File: config.mk
export PLATFORM = sky130hd
export DESIGN_NAME = vram_slot_responder_flat
export DESIGN_NICKNAME = d
export VERILOG_FILES = /design/src/rtl/vram_slot_responder_if.sv /design/src/rtl/vram_slot_responder.sv /design/src/flat_wrapper.sv
export SDC_FILE = /design/constraint.sdc
export NUM_CORES = 1
export LEC_CHECK = 0
export ABC_AREA = 1
export BUFFER_PORTS_ARGS = -buffer_cell sky130_fd_sc_hd__buf_2
export CAP_MARGIN = 0
export CELL_PAD_IN_SITES_DETAIL_PLACEMENT = 1
export CELL_PAD_IN_SITES_GLOBAL_PLACEMENT = 2
export CORE_MARGIN = 4
export CORE_UTILIZATION = 25
export DETAILED_ROUTE_END_ITERATION = 10
export GPL_TIMING_DRIVEN = 0
export PLACE_DENSITY_LB_ADDON = 0.15
export REMOVE_ABC_BUFFERS = 1
export SYNTH_ARGS = -nofsm -noshare
export SYNTH_HDL_FRONTEND = slang
export SYNTH_SLANG_ARGS = --single-unit
File: constraint.sdc
create_clock -name CLK21M -period 3.7 [get_ports CLK21M]
set_input_delay 0.185 -clock CLK21M [delete_from_list [all_inputs] [get_ports CLK21M]]
set_output_delay 0.185 -clock CLK21M [all_outputs]
set_load 0.02 [all_outputs]
File: src/rtl/vram_slot_responder_if.sv
// Memory-side word port of the VRAM slot responder (req/ack, 16-bit data).
// Also provides the PRAM_SIZE encodings shared by responder and consumers.
`ifndef MEMORY_WIDTH_8
`define MEMORY_WIDTH_8  2'b00
`endif
`ifndef MEMORY_WIDTH_16
`define MEMORY_WIDTH_16 2'b01
`endif
`ifndef MEMORY_WIDTH_32
`define MEMORY_WIDTH_32 2'b10
`endif

interface vram_slot_responder_if #(
  parameter int unsigned MEM_AW = 16
);
  logic              mem_req;
  logic              mem_we;
  logic [MEM_AW-1:0] mem_addr;
  logic [1:0]        mem_be;
  logic [15:0]       mem_wdata;
  logic              mem_ack;
  logic [15:0]       mem_rdata;

  modport master (
    output mem_req, mem_we, mem_addr, mem_be, mem_wdata,
    input  mem_ack, mem_rdata
  );

  modport slave (
    input  mem_req, mem_we, mem_addr, mem_be, mem_wdata,
    output mem_ack, mem_rdata
  );
endinterface

File: src/rtl/vram_slot_responder.sv
// VDP VRAM slot responder: one arbiter access per dot cycle run against a req/ack word memory.
// VRAM_WIDE_ACCESS_EN builds the two-word 32-bit sequence; otherwise 32-bit requests act as 16-bit.
`ifndef MEMORY_WIDTH_8
`define MEMORY_WIDTH_8  2'b00
`endif
`ifndef MEMORY_WIDTH_16
`define MEMORY_WIDTH_16 2'b01
`endif
`ifndef MEMORY_WIDTH_32
`define MEMORY_WIDTH_32 2'b10
`endif

module vram_slot_responder #(
  parameter int unsigned MEM_AW = 16,
  parameter int unsigned OVR_W  = 8
) (
  input  logic                  CLK21M,
  input  logic                  RESET,
  input  logic [1:0]            DOTSTATE,
  input  logic [16:0]           IRAMADR,
  input  logic [7:0]            PRAMDBO,
  input  logic [31:0]           PRAMDBO_32,
  input  logic                  PRAMWE_N,
  input  logic [1:0]            PRAM_SIZE,
  output logic [15:0]           PRAMDBI,
  output logic [31:0]           PRAMDBI_32,
  output logic                  rd_valid,
  output logic                  busy,
  output logic                  slot_overrun,
  output logic [OVR_W-1:0]      overrun_cnt,
  vram_slot_responder_if.master mem
);

  typedef enum logic [2:0] {
    ST_IDLE,
    ST_ISSUE0,
    ST_WAIT0,
`ifdef VRAM_WIDE_ACCESS_EN
    ST_ISSUE1,
    ST_WAIT1,
`endif
    ST_DONE
  } state_t;

  state_t state_q, state_d;

  logic        sample;
  logic        req_is8;
  logic        req_is32;
  logic [15:0] req_waddr;
  logic [1:0]  req_be;
  logic [15:0] req_wdata0;
  logic        hi_phase;
  logic        mem_req_c;

  logic [15:0] addr_q;
  logic        we_q;
  logic [1:0]  be_q;
  logic [15:0] wdata0_q;
  logic [15:0] word0_q;
`ifdef VRAM_WIDE_ACCESS_EN
  logic        is32_q;
  logic [15:0] wdata1_q;
  logic [15:0] word1_q;
`else
  logic        unused_wdata_hi;
  assign unused_wdata_hi = ^PRAMDBO_32[31:16];
`endif

  assign sample  = (DOTSTATE == 2'b11);
  assign req_is8 = (PRAM_SIZE == `MEMORY_WIDTH_8);
`ifdef VRAM_WIDE_ACCESS_EN
  assign req_is32 = (PRAM_SIZE == `MEMORY_WIDTH_32);
  assign hi_phase = (state_q == ST_ISSUE1);
`else
  assign req_is32 = 1'b0;
  assign hi_phase = 1'b0;
`endif

  assign req_waddr  = req_is32 ? {IRAMADR[16:2], 1'b0} : IRAMADR[16:1];
  assign req_be     = (!PRAMWE_N && req_is8) ? (IRAMADR[0] ? 2'b10 : 2'b01) : 2'b11;
  assign req_wdata0 = req_is8 ? {PRAMDBO, PRAMDBO} : PRAMDBO_32[15:0];

  assign busy          = (state_q != ST_IDLE);
  assign mem.mem_req   = mem_req_c;
  assign mem.mem_we    = we_q;
  assign mem.mem_be    = be_q;
  assign mem.mem_addr  = MEM_AW'(addr_q | {15'b0, hi_phase});
`ifdef VRAM_WIDE_ACCESS_EN
  assign mem.mem_wdata = hi_phase ? wdata1_q : wdata0_q;
`else
  assign mem.mem_wdata = wdata0_q;
`endif

  always_ff @(posedge CLK21M) begin
    if (RESET) state_q <= ST_IDLE;
    else       state_q <= state_d;
  end

  always_comb begin
    state_d   = state_q;
    mem_req_c = 1'b0;
    case (state_q)
      ST_IDLE:   if (sample) state_d = ST_ISSUE0;
      ST_ISSUE0: begin
        mem_req_c = 1'b1;
        state_d   = ST_WAIT0;
      end
      ST_WAIT0: begin
        if (mem.mem_ack) begin
`ifdef VRAM_WIDE_ACCESS_EN
          state_d = is32_q ? ST_ISSUE1 : ST_DONE;
`else
          state_d = ST_DONE;
`endif
        end
      end
`ifdef VRAM_WIDE_ACCESS_EN
      ST_ISSUE1: begin
        mem_req_c = 1'b1;
        state_d   = ST_WAIT1;
      end
      ST_WAIT1:  if (mem.mem_ack) state_d = ST_DONE;
`endif
      ST_DONE:   state_d = ST_IDLE;
      default:   state_d = ST_IDLE;
    endcase
  end

  // Request latch, read capture and result publication; a DONE-cycle sample
  // sees a non-IDLE state and is counted as an overrun.
  always_ff @(posedge CLK21M) begin
    if (RESET) begin
      addr_q       <= '0;
      we_q         <= 1'b0;
      be_q         <= '0;
      wdata0_q     <= '0;
      word0_q      <= '0;
`ifdef VRAM_WIDE_ACCESS_EN
      is32_q       <= 1'b0;
      wdata1_q     <= '0;
      word1_q      <= '0;
`endif
      PRAMDBI      <= '0;
      PRAMDBI_32   <= '0;
      rd_valid     <= 1'b0;
      slot_overrun <= 1'b0;
      overrun_cnt  <= '0;
    end else begin
      rd_valid     <= 1'b0;
      slot_overrun <= 1'b0;

      if (sample) begin
        if (state_q == ST_IDLE) begin
          addr_q   <= req_waddr;
          we_q     <= ~PRAMWE_N;
          be_q     <= req_be;
          wdata0_q <= req_wdata0;
`ifdef VRAM_WIDE_ACCESS_EN
          is32_q   <= req_is32;
          wdata1_q <= PRAMDBO_32[31:16];
`endif
        end else begin
          slot_overrun <= 1'b1;
          if (overrun_cnt != '1) overrun_cnt <= overrun_cnt + OVR_W'(1);
        end
      end

      if (state_q == ST_WAIT0 && mem.mem_ack) word0_q <= mem.mem_rdata;
`ifdef VRAM_WIDE_ACCESS_EN
      if (state_q == ST_WAIT1 && mem.mem_ack) word1_q <= mem.mem_rdata;
`endif

      if (state_q == ST_DONE && !we_q) begin
        PRAMDBI  <= word0_q;
        rd_valid <= 1'b1;
`ifdef VRAM_WIDE_ACCESS_EN
        PRAMDBI_32 <= is32_q ? {word1_q, word0_q} : {16'h0000, word0_q};
`else
        PRAMDBI_32 <= {16'h0000, word0_q};
`endif
      end
    end
  end

endmodule

File: src/flat_wrapper.sv
// flat-port wrapper written by rule: the top's interface ports become plain ports
module vram_slot_responder_flat 
#(
  parameter int unsigned MEM_AW = 16,
  parameter int unsigned OVR_W  = 8
)
  (CLK21M, RESET, DOTSTATE, IRAMADR, PRAMDBO, PRAMDBO_32, PRAMWE_N, PRAM_SIZE, PRAMDBI, PRAMDBI_32, rd_valid, busy, slot_overrun, overrun_cnt, mem_mem_req, mem_mem_we, mem_mem_addr, mem_mem_be, mem_mem_wdata, mem_mem_ack, mem_mem_rdata);
  vram_slot_responder_if #(.MEM_AW(MEM_AW)) mem_i ();
  input  logic CLK21M;
  input  logic RESET;
  input  logic [1:0] DOTSTATE;
  input  logic [16:0] IRAMADR;
  input  logic [7:0] PRAMDBO;
  input  logic [31:0] PRAMDBO_32;
  input  logic PRAMWE_N;
  input  logic [1:0] PRAM_SIZE;
  output logic [15:0] PRAMDBI;
  output logic [31:0] PRAMDBI_32;
  output logic rd_valid;
  output logic busy;
  output logic slot_overrun;
  output logic [OVR_W-1:0] overrun_cnt;
  output wire logic [$bits(mem_i.mem_req)-1:0] mem_mem_req;
  output wire logic [$bits(mem_i.mem_we)-1:0] mem_mem_we;
  output wire logic [$bits(mem_i.mem_addr)-1:0] mem_mem_addr;
  output wire logic [$bits(mem_i.mem_be)-1:0] mem_mem_be;
  output wire logic [$bits(mem_i.mem_wdata)-1:0] mem_mem_wdata;
  input wire logic [$bits(mem_i.mem_ack)-1:0] mem_mem_ack;
  input wire logic [$bits(mem_i.mem_rdata)-1:0] mem_mem_rdata;
  assign mem_mem_req = mem_i.mem_req;
  assign mem_mem_we = mem_i.mem_we;
  assign mem_mem_addr = mem_i.mem_addr;
  assign mem_mem_be = mem_i.mem_be;
  assign mem_mem_wdata = mem_i.mem_wdata;
  assign mem_i.mem_ack = mem_mem_ack;
  assign mem_i.mem_rdata = mem_mem_rdata;
  vram_slot_responder #(.MEM_AW(MEM_AW), .OVR_W(OVR_W)) u_core (.CLK21M(CLK21M), .RESET(RESET), .DOTSTATE(DOTSTATE), .IRAMADR(IRAMADR), .PRAMDBO(PRAMDBO), .PRAMDBO_32(PRAMDBO_32), .PRAMWE_N(PRAMWE_N), .PRAM_SIZE(PRAM_SIZE), .PRAMDBI(PRAMDBI), .PRAMDBI_32(PRAMDBI_32), .rd_valid(rd_valid), .busy(busy), .slot_overrun(slot_overrun), .overrun_cnt(overrun_cnt), .mem(mem_i));
endmodule
* Yosys cells after proc, flatten, opt, wreduce, memory -nomap -nowiden
Cells that the tools add are included.
** Storage, ports and cells
- Register bits :: 80
- Input bits :: 81
- Output and inout port bits :: 95
- Word-level logic and storage cells :: 42
** Cells by class
- Add/sub/neg operators :: 1
- Eq/ne operators :: 7
- Multiplexer cells :: 9
- Bitwise logic cells :: 3
- Reduce and logical (&&, ||, !) cells :: 12
** Operator list (number)
- 16-bit two-way mux :: 1
- 3-bit one-hot mux with 3 select lines :: 1
- 8-bit by 1-bit adder with 8-bit output, second input constant :: 1
- 8-bit inequality test, second input constant :: 1
- 3-bit by 2-bit equality test with 1-bit output, second input constant :: 2
- 3-bit two-way mux :: 2
- 2-bit two-way mux :: 2
- 2-bit AND reduction :: 2
- 3-bit by 1-bit equality test with 1-bit output, second input constant :: 1
- 1-bit logical AND :: 3
- 3-bit logical NOT :: 1
- 1-bit two-way mux :: 3
- 1-bit inverter :: 3
- 3-bit AND reduction :: 1
- 3-bit nonzero test :: 1
- 2-bit equality test, second input constant :: 1
- 1-bit logical NOT :: 2
- 2-bit logical NOT :: 1
- 2-bit by 1-bit inequality test with 1-bit output, second input constant :: 1
- 2-bit inequality test, second input constant :: 1
- 2-bit OR reduction :: 1

* Depth between registers and ports, before layout
Gate-level depths: netlist of run 1.
- Word-level depth :: 3
- Mapped depth :: 8
- Depth with buffers taken out :: 8

* Least setup slack after synthesis of run 1
Ideal clock, no wire load.
- Path kind :: register -> register
- From :: register u_core.overrun_cnt[1]
- To :: register u_core.overrun_cnt[2]
- Library setup time :: 116 ps
- Data arrival time :: 1289 ps
- Data required time :: 3584 ps
- Setup slack :: 2295 ps
- Stages on the path, launching flop included :: 9
- Path buffers :: 0
- Clock period less this slack :: 1405 ps
- Cells stage by stage :: dfxtp_1 ha_1 nand2_1 nor2_2 nand2_2 nand2_2 inv_2 nor2_1 nor2_1
** On the way
- Word-level cells in the longest chain between the ends :: 2
- Elaborated cells on any way between the ends :: 3
- Classes of those cells :: add/sub: 1; eq/ne: 1; reduce/logical: 1
** RTL lines
- start, declared :: RTL line vram_slot_responder.sv:30 : output logic [OVR_W-1:0] overrun_cnt,
- start signal, assigned :: RTL line vram_slot_responder.sv:165 : if (overrun_cnt != '1) overrun_cnt <= overrun_cnt + OVR_W'(1);
- branches (longest 2 deep; another with 8-bit by 1-bit adder with 8-bit output)
Several ways; the timed one is not identified.
A chain may end at the register's enable or synchronous reset.

* Final worst setup path of run 1
- From :: register u_core.state_q[0]
- To :: register u_core.be_q[0], in the netlist u_core.mem.mem_be[0]
** On the way
- Word-level cells in the longest chain between the ends :: 2
** RTL lines
- start, declared :: RTL line vram_slot_responder.sv:45 : state_t state_q, state_d;
- start signal, assigned :: RTL line vram_slot_responder.sv:97 : else state_q <= state_d;
- 3-bit logical NOT :: RTL line vram_slot_responder.sv:154 : if (state_q == ST_IDLE) begin
- 2-bit AND reduction (no source line)
- end signal, assigned :: RTL line vram_slot_responder.sv:157 : be_q <= req_be;
- end, declared :: RTL line vram_slot_responder.sv:58 : logic [1:0] be_q;
Every way passes these cells.

==> run metrics, run 1 <==
sequential area share after synthesis=47.2%; crit path capture type=flop; HPWL Detailed=6920 µm; n_diodes=0; Starting Density=25.4%; final hold violation count=0; Area Overhead vs Synth=28.8%; Netlist cell types=26; Final GP Congestion=0.702; drt first-iter violations=126; Post-Syn Area=0.00335 mm²; overall power=2.80 mW; CTS tree=built; Final min period=2440 ps; RSZ-0062 raised after global routing=no; Clock Tree Root=clkbuf_16; cts hold-fix bufs=0; Top Usage Layer GRT=met2; syn_area_per_cell=7.54 µm²; first-pass GRT wire length=15600 µm; post-CTS resize count=0; area leader, netlist=dfxtp_1; Ys Warns=0; instance count of the mapped netlist=445; Post-DRT Antenna Nets=0; fmax=410 MHz; placed instance area=0.00402 mm²; P_leak=2.18 nW; Worst-Skew Late Latency=330 ps; worst vdd ir=0.000230 V; WS Path Type=flop to flop; setup TNS=0 ps; largest net degree at the start of global routing=54; Total GRT Usage=13.1%; Place WS=1160 ps; Worst R2R Setup Slack=1260 ps; endpoints failing setup=0; clock sinks=79; Least-Margin Pin Slew=1050 ps; outcome=complete, no violations; share of post-route cells with drive strength above 1=30.3%; Synth Register Bits=79; commonest non-fill, non-tap cell in the layout=buf_2; IO Pins=176; required time of the critical path=3910 ps; post-CTS setup repair buffer count=0; Die Height=124 µm; clk_skew=5.13 ps; clock tree buffer depth=2; Nets=649; met3 usage=6.18%; DR vias/cell=4.28; share of the synthesized area in the top cell type=47.2%; total CTS buffers=9; vias in the first global route=3186; Crit path arrival time=2650 ps; register area=0.00158 mm²; Pwr Density=648 mW/mm²; DRT Pass-1 Iters=4; initial antenna violation count=1; DR WL/cell=13.5 µm; vias=3174; core area=0.0132 mm²; WL final=10000 µm; met2 Usage GRT=21.7%; grt met1 use=14.9%; Multi-input gate area=0.00138 mm²; period utilisation layout=65.9%; buffers added on ports=143; ranking of synthesized cells by area=dfxtp_1 (47%), nor2_1 (14%), o21ai_0 (11%), buf_4 (7.4%), a21oi_1 (5.8%); H-tree Lvls=3; most frequent cells in the layout=buf_2 (143), nor2_1 (123), dfxtp_1 (79); Max Cap Violations=0; CP Launch Type=flop; die area=0.0153 mm²; hold slack=40.5 ps; setup ws final=1260 ps; fillers=1654; Rel. slew slack=29.8%; Chip Width=124 µm; Congestion Overflow GR=0; drt drc=0; Max Slew Vio Count=0; Min-Delay Path Class=input port to flop; num rows=42; Clock Pin Slew Worst Setup and Hold Paths=60 ps; critical path peak fanout=53; final instance area=0.00432 mm²
==> stage by stage <==
stage | std cells | util [%]
4_1_cts | 741 | 32.8
3_5_place_dp | 727 | 30.5
5_1_grt | 741 | 32.8
6_report | 741 | 32.8
3_3_place_gp | 726 | 30.3
2_1_floorplan | 407 | -
==> cell usage after synthesis <==
library cell and count:
nor2_1 123, dfxtp_1 79, o21ai_0 73, a21oi_1 39, buf_4 33, inv_1 24, nand2_1 23, clkbuf_1 9
buf_2 7, ha_1 6, nor2_2 5, inv_2 4, nand3_1 3, buf_1 2, buf_6 2, nand2_2 2
nand3b_1 2, conb_1 1, nand4_1 1, nor2_4 1, nor3_1 1, nor3_2 1, o21ai_1 1, o22ai_1 1
or2_1 1, xor2_1 1
==> routing by layer <==
metal,routed length (µm),up-vias
li1,-,1602
met1,4380,1450
met2,4490,109
met3,966,11
met4,151,2
met5,7,-
==> sequential cells by signal, indices dropped and copies added, names as in the netlist <==
signal and count:
u_core.mem.mem_addr 16, u_core.word0_q 16, u_core.PRAMDBI 16, u_core.state_q 2, u_core.overrun_cnt 8, u_core.mem.mem_be 2, u_core.mem.mem_we 1, u_core.slot_overrun 1
u_core.mem.mem_wdata 16, u_core.rd_valid 1
==> worst max-delay path, cell delays in order, from the launching register on <==
cell	delay, ps
dfxtp_1	360
inv_1	100
ha_1	220
inv_2	100
nor2_4	810
inv_2	370
nor3_2	240
a21oi_1	90
==> kinds of logic after synthesis <==
family          count (synthesis)  share of synthesized area [%]
simple gates                  163                           19.7
compound gates                114                           17.1
buf+inv                        81                           13.5
flops                          79                           47.2
fa+ha+maj                       6                           2.24
xor+xnor                        1                          0.261
other cells                     1                          0.112
==> final cells by class <==
class	instances	share of cell area, %
inverter	28	2.43
tap	176	5.10
clock buffer	10	5.30
multi-input combinational	300	31.9
clock inverter	4	1.68
sequential	79	36.6
timing repair buffer	144	17.0
==> where the power goes <==
part           internal (mW)  leakage, nW  switching (mW)
logic                  0.244         1.39           0.540
clock network          0.582        0.144           0.342
registers               1.00        0.645          0.0888
total                   1.83         2.18           0.971
==> path summary, 6_finish.rpt <==
| path | end | start | cells past startpoint |
|---|---|---|---|
| worst max register to register | u_core.mem.mem_be[0] | u_core.state_q[0] | 7 |
| worst max-delay path | u_core.mem.mem_be[0] | u_core.state_q[0] | 7 |
| worst min-delay path | u_core.mem.mem_be[0] | IRAMADR[0] | 2 |
| worst min register to register | u_core.word0_q[8] | u_core.word0_q[8] | 2 |
Note: power is estimated with default switching activity, not from simulation.
==> inputs of run 2 (changes only) <==
Settings changed: ABC_AREA 1 to 0, CORE_UTILIZATION 25 to 22.
Clock period 3.7 ns to 2 ns, I/O delays scaled along.
==> run 2 against run 1 <==
Sequential cell count unchanged. Sequential share of layout area down 2.6 points. Register-to-register slack worse by 1200 ps. Final cell count up 0.40%. Combinational power up 38%. Count of clock-buffer cells in the layout up 1. Clock power up 100%. Critical path type unchanged. Critical endpoint is now u_core.overrun_cnt[0]. Largest cell class unchanged.
==> run metrics, run 2 <==
outcome=complete, no violations; CTS tree=built; Ys Warns=0 (unchanged); H-tree Lvls=3 (unchanged); initial antenna violation count=0 (-1); final hold violation count=0 (unchanged); Netlist cell types=39 (+50%); Max Cap Violations=0 (unchanged); Post-Syn Area=0.00339 mm² (+1.1%); WS Path Type=flop to flop; RSZ-0062 raised after global routing=no; Final GP Congestion=0.693 (-1.3%); Max Slew Vio Count=0 (unchanged); most frequent cells in the layout=buf_2 (142), nand2_1 (106), dfxtp_1 (79); ranking of synthesized cells by area=dfxtp_1 (47%), nand2_1 (12%), a21oi_1 (7.5%), buf_4 (7.3%), a311oi_1 (4.6%); syn_area_per_cell=8.17 µm² (+8.4%); sequential area share after synthesis=46.6% (-0.52 points); Multi-input gate area=0.00149 mm² (+7.9%); worst vdd ir=0.000353 V (+53%); HPWL Detailed=7370 µm (+6.4%); final instance area=0.00465 mm² (+7.7%); num rows=45 (+7.1%); EDFF count, synth=0 (unchanged); Nets=637 (-1.8%); period utilisation layout=94.6% (+29 points); Clock Tree Root=clkbuf_16; Synth Register Bits=79 (unchanged); vias in the first global route=3247 (+1.9%); share of the synthesized area in the top cell type=46.6% (-0.52 points); placed instance area=0.00408 mm² (+1.5%); crit path capture type=flop; DR vias/cell=4.33 (+1.0%); Congestion Overflow GR=0 (unchanged); Area Overhead vs Synth=37.3%; vias=3220 (+1.4%); clock sinks=79 (unchanged); count leader, synth=nand2_1; Worst-Skew Late Latency=330 ps (about the same); endpoints failing setup=0 (unchanged); buffers added on ports=143 (unchanged); CP Launch Type=flop; die area=0.0175 mm² (+14%); Crit path arrival time=2120 ps (-530 ps); Die Height=132 µm (+6.7%); DR WL/cell=14.2 µm (+5.1%); Least-Margin Pin Slew=739 ps (-312 ps); Post-synth top cells=nand2_1 (106), dfxtp_1 (79), a21oi_1 (51); drt drc=0 (unchanged); drt first-iter violations=72 (-43%); IO Pins=176 (unchanged); share of post-route cells with drive strength above 1=31.2% (+0.91 points); total CTS buffers=9 (unchanged); required time of the critical path=2220 ps (-1690 ps); register area=0.00158 mm² (unchanged); Final min period=1890 ps (-544 ps); Clock Pin Slew Worst Setup and Hold Paths=60 ps (about the same); Starting Density=22.4% (-3.0 points); Post-DRT Antenna Nets=0 (unchanged); commonest non-fill, non-tap cell in the layout=buf_2; clock tree buffer depth=2 (unchanged); P_leak=2.03 nW (-7.0%); Chip Width=132 µm (+6.7%); DRT Pass-1 Iters=3 (-1); clk_skew=5.79 ps (+0.655 ps); Rel. slew slack=50.5% (+21 points); Pwr Density=1030 mW/mm² (+59%); largest net degree at the start of global routing=73 (+35%); Min-Delay Path Class=input port to flop; instance count of the mapped netlist=415 (-6.7%); Synth Flop Type=dfxtp_1; fmax=528 MHz (+29%); Total GRT Usage=11.7% (-1.4 points); core area=0.0151 mm² (+15%); overall power=4.80 mW (+71%); first-pass GRT wire length=16600 µm (+6.9%); hold slack=13.7 ps (-26.8 ps); Post-synth ARST share=0% (unchanged); critical path peak fanout=8 (-85%); WL final=10600 µm (+5.5%); area leader, netlist=dfxtp_1; fillers=1836 (+11%)
## run 2: cell count changes after synthesis, moves of 5 or more
cell      delta
nor2b_1      +6
inv_1       -18
nor2_2       -5
nand2_1     +83
a21oi_1     +12
nor2_1      -96
o21ai_0     -56
a311oi_1    +18
a211oi_1     +5
## run 2: repair_timing
| item | in CTS | in global routing |
|---|---|---|
| gates resized for setup | 1 | 2 |
| hold endpoints to repair | 20 | 0 |
| pin swaps | 0 | 0 |
| setup buffers | 0 | 3 |
| setup endpoints to repair | 8 | 21 |
| gates cloned | 0 | 0 |
| hold buffers | 20 | 0 |
## run 2: cell type report
class,instances,share of cell area (%)
sequential,79,34.0
multi-input combinational,286,31.9
timing repair buffer,168,21.2
tap,188,5.05
clock buffer,11,5.00
clock inverter,5,2.28
inverter,6,0.484
antenna,1,0.0538
## run 2: final timing paths
path | startpoint | to | slack [ps] | cells past startpoint
max | u_core.state_q[0] | u_core.overrun_cnt[0] | 110 | 6
min | IRAMADR[4] | u_core.mem.mem_addr[3] | 10 | 3
max reg2reg | u_core.state_q[0] | u_core.overrun_cnt[0] | 110 | 6
min reg2reg | u_core.word0_q[10] | u_core.PRAMDBI[10] | 450 | 2
## run 2: power breakdown
group	internal [mW]	total (mW)	switching, mW
sequential	1.73	1.83	0.0956
combinational	0.410	1.08	0.672
clock	1.22	1.89	0.665
## run 2: worst max-delay path, cell delays in order, from the launching register on
cell and delay (ps):
dfxtp_1 400, inv_1 90, ha_1 300, nand3b_1 310, buf_4 200, a21oi_2 140, mux2_2 340
## run 2: kinds of logic after synthesis
kind of cell               share of synthesized area, %
muxes                                              1.62
adders and majority gates                          2.21
and+or+nand+nor                                    20.5
DFF                                                46.6
AOI/OAI and AO/OA                                  17.3
other                                             0.111
buffers and inverters                              11.6
## run 2: per-stage QoR
| step | instances | setup WS (ps) | utilization, % | TNS, ps |
|---|---|---|---|---|
| 6_report | 744 | 108 | 30.7 | 0 |
| 5_1_grt | 743 | 5.04 | 30.7 | 0 |
| 4_1_cts | 740 | 50.0 | 30.5 | 0 |
| 3_5_place_dp | 704 | -12.7 | 26.9 | -25.5 |
| 3_3_place_gp | 702 | -801 | 26.6 | -25740 |
| 2_1_floorplan | 371 | -57.1 | - | -1020 |
## run 2: layer usage
metal / up-vias / routed length, µm / track usage (%)
li1: 1620 / - / -
met1: 1481 / 4620 / 14.0
met2: 108 / 4810 / 18.8
met3: 11 / 958 / 4.73
met4: 0 / 163 / 4.67
met5: - / 0 / 0
==> inputs of run 3 (changes only) <==
Settings changed: CTS_BUF_LIST set to sky130_fd_sc_hd__clkbuf_2.
==> run 3 against run 2 <==
Power decreased by 13%. Clock power decreased by 39%. Register-to-register slack improved by 80 ps. Via count increased by 8.0%. Core utilization increased by 2.7 points. Non-clock buffer count increased by 59. Setup slack improved by 85 ps. Sequential cell count unchanged. Final cell count increased by 7.8%. Clock skew increased by 24 ps. Critical path depth unchanged. Largest power group is now sequential cells.
==> run metrics, run 3 (same netlist as run 2, synthesis figures left out) <==
WS Path Type=flop to flop; total CTS buffers=9 (unchanged); Congestion Overflow GR=0 (unchanged); IO Pins=176 (unchanged); overall power=4.18 mW (-13%); vias=3476 (+8.0%); clock tree buffer depth=2 (unchanged); Chip Width=132 µm (unchanged); P_leak=2.19 nW (+7.9%); HPWL Detailed=7370 µm (unchanged); Pwr Density=824 mW/mm² (-20%); commonest non-fill, non-tap cell in the layout=buf_2; Nets=696 (+9.3%); Clock Pin Slew Worst Setup and Hold Paths=230 ps (+170 ps); Crit path arrival time=2250 ps (+130 ps); crit path capture type=flop; Final GP Congestion=0.693 (unchanged); initial antenna violation count=0 (unchanged); num rows=45 (unchanged); buffers added on ports=143 (unchanged); drt drc=0 (unchanged); setup TNS=0 ps (unchanged); first-pass GRT wire length=17700 µm (+6.7%); fmax=553 MHz (+4.7%); die area=0.0175 mm² (unchanged); Area Overhead vs Synth=49.4%; DR vias/cell=4.33 (+0.14%); vias in the first global route=3488 (+7.4%); clock sinks=79 (unchanged); final hold violation count=0 (unchanged); hold slack=168 ps (+154 ps); Total GRT Usage=12.5% (+0.73 points); core area=0.0151 mm² (unchanged); worst vdd ir=0.000262 V (-26%); CP Launch Type=flop; Worst R2R Setup Slack=190 ps (+80 ps); period utilisation layout=90.4% (-4.2 points); share of post-route cells with drive strength above 1=28.3% (-2.8 points); Clock Tree Root=clkbuf_2; Die Height=132 µm (unchanged); Starting Density=22.4% (unchanged); critical path peak fanout=8 (unchanged); most frequent cells in the layout=buf_2 (142), nand2_1 (106), dlygate4sd3_1 (80); CTS tree=built; Worst-Skew Late Latency=550 ps (+220 ps); DR WL/cell=13.9 µm (-1.9%); H-tree Lvls=3 (unchanged); Max Cap Violations=0 (unchanged); largest net degree at the start of global routing=73 (unchanged); RSZ-0062 raised after global routing=no; Rel. slew slack=49.4% (-1.1 points); drt first-iter violations=92 (+28%); outcome=complete, no violations; Least-Margin Pin Slew=759 ps (+20.0 ps); Max Slew Vio Count=0 (unchanged); DRT Pass-1 Iters=4 (+1); Final min period=1810 ps (-84.7 ps); Min-Delay Path Class=input port to flop; required time of the critical path=2440 ps (+220 ps); Post-DRT Antenna Nets=0 (unchanged); clk_skew=29.3 ps (+23.5 ps); n_diodes=0 (-1); endpoints failing setup=0 (unchanged); WL final=11200 µm (+5.8%)
run 3: cell count changes in the layout (fill, tap and decap cells not counted):
cell           previous run  this run
buf_4                     4         3
clkbuf_1                  2         0
clkbuf_16                 9         0
clkbuf_2                  0        11
diode_2                   1         0
dlygate4sd3_1            20        80
ha_1                      6         5
ha_2                      0         1
nand3_1                   2         3
nand3_2                   1         0
run 3: final cells by class:
type                            instances  area (µm²)
Fill cell                            1825       10100
Timing Repair Buffer                  227        1580
Inverter                                6        22.5
Clock inverter                          5         106
Multi-Input combinational cell        286        1480
Sequential cell                        79        1580
Clock buffer                           11        55.1
Tap cell                              188         235
run 3: worst max-delay path, stage by stage (launching register included):
cell and delay, ps:
dfxtp_1 450, inv_1 90, ha_2 240, a21boi_2 190
o21ai_0 150, dlygate4sd3_1 560, a21oi_1 50
run 3: what timing repair did:
action,CTS,global route
setup endpoints to repair,12,15
hold endpoints to repair,54,0
gates resized for setup,1,2
hold buffers,80,0
setup buffers,0,2
cloned,0,0
run 3: metal layers:
metal	global-route usage, %	part of all wire (%)	wire, µm	vias to the layer above
li1	-	-	-	1735
met1	15.1	43	4780	1616
met2	20.5	47	5280	114
met3	3.97	8.2	910	11
met4	5.19	1.6	181	0
met5	0	0	0	-
run 3: power by group:
group | internal, mW | total [mW] | switching, mW | leakage, nW
clock network | 0.551 | 1.15 | 0.601 | 0.0924
logic | 0.502 | 1.19 | 0.693 | 1.46
registers | 1.73 | 1.83 | 0.0963 | 0.642
total | 2.78 | 4.18 | 1.39 | 2.19
run 3: worst paths after layout:
check,end,cells past startpoint,start
min,u_core.mem.mem_be[1],3,PRAM_SIZE[0]
min reg2reg,u_core.PRAMDBI[10],2,u_core.word0_q[10]
max,u_core.state_q[0],6,u_core.state_q[0]
max reg2reg,u_core.state_q[0],6,u_core.state_q[0]
run 3: through the flow:
step	instances	setup slack (ps)	util (%)	cell area (µm²)
3_5_place_dp	704	-12.7	26.9	4080
4_1_cts	800	65.1	33.3	5040
3_3_place_gp	702	-801	26.6	4030
2_1_floorplan	371	-57.1	-	3080
5_1_grt	802	50.2	33.4	5060
6_report	802	192	33.4	5060
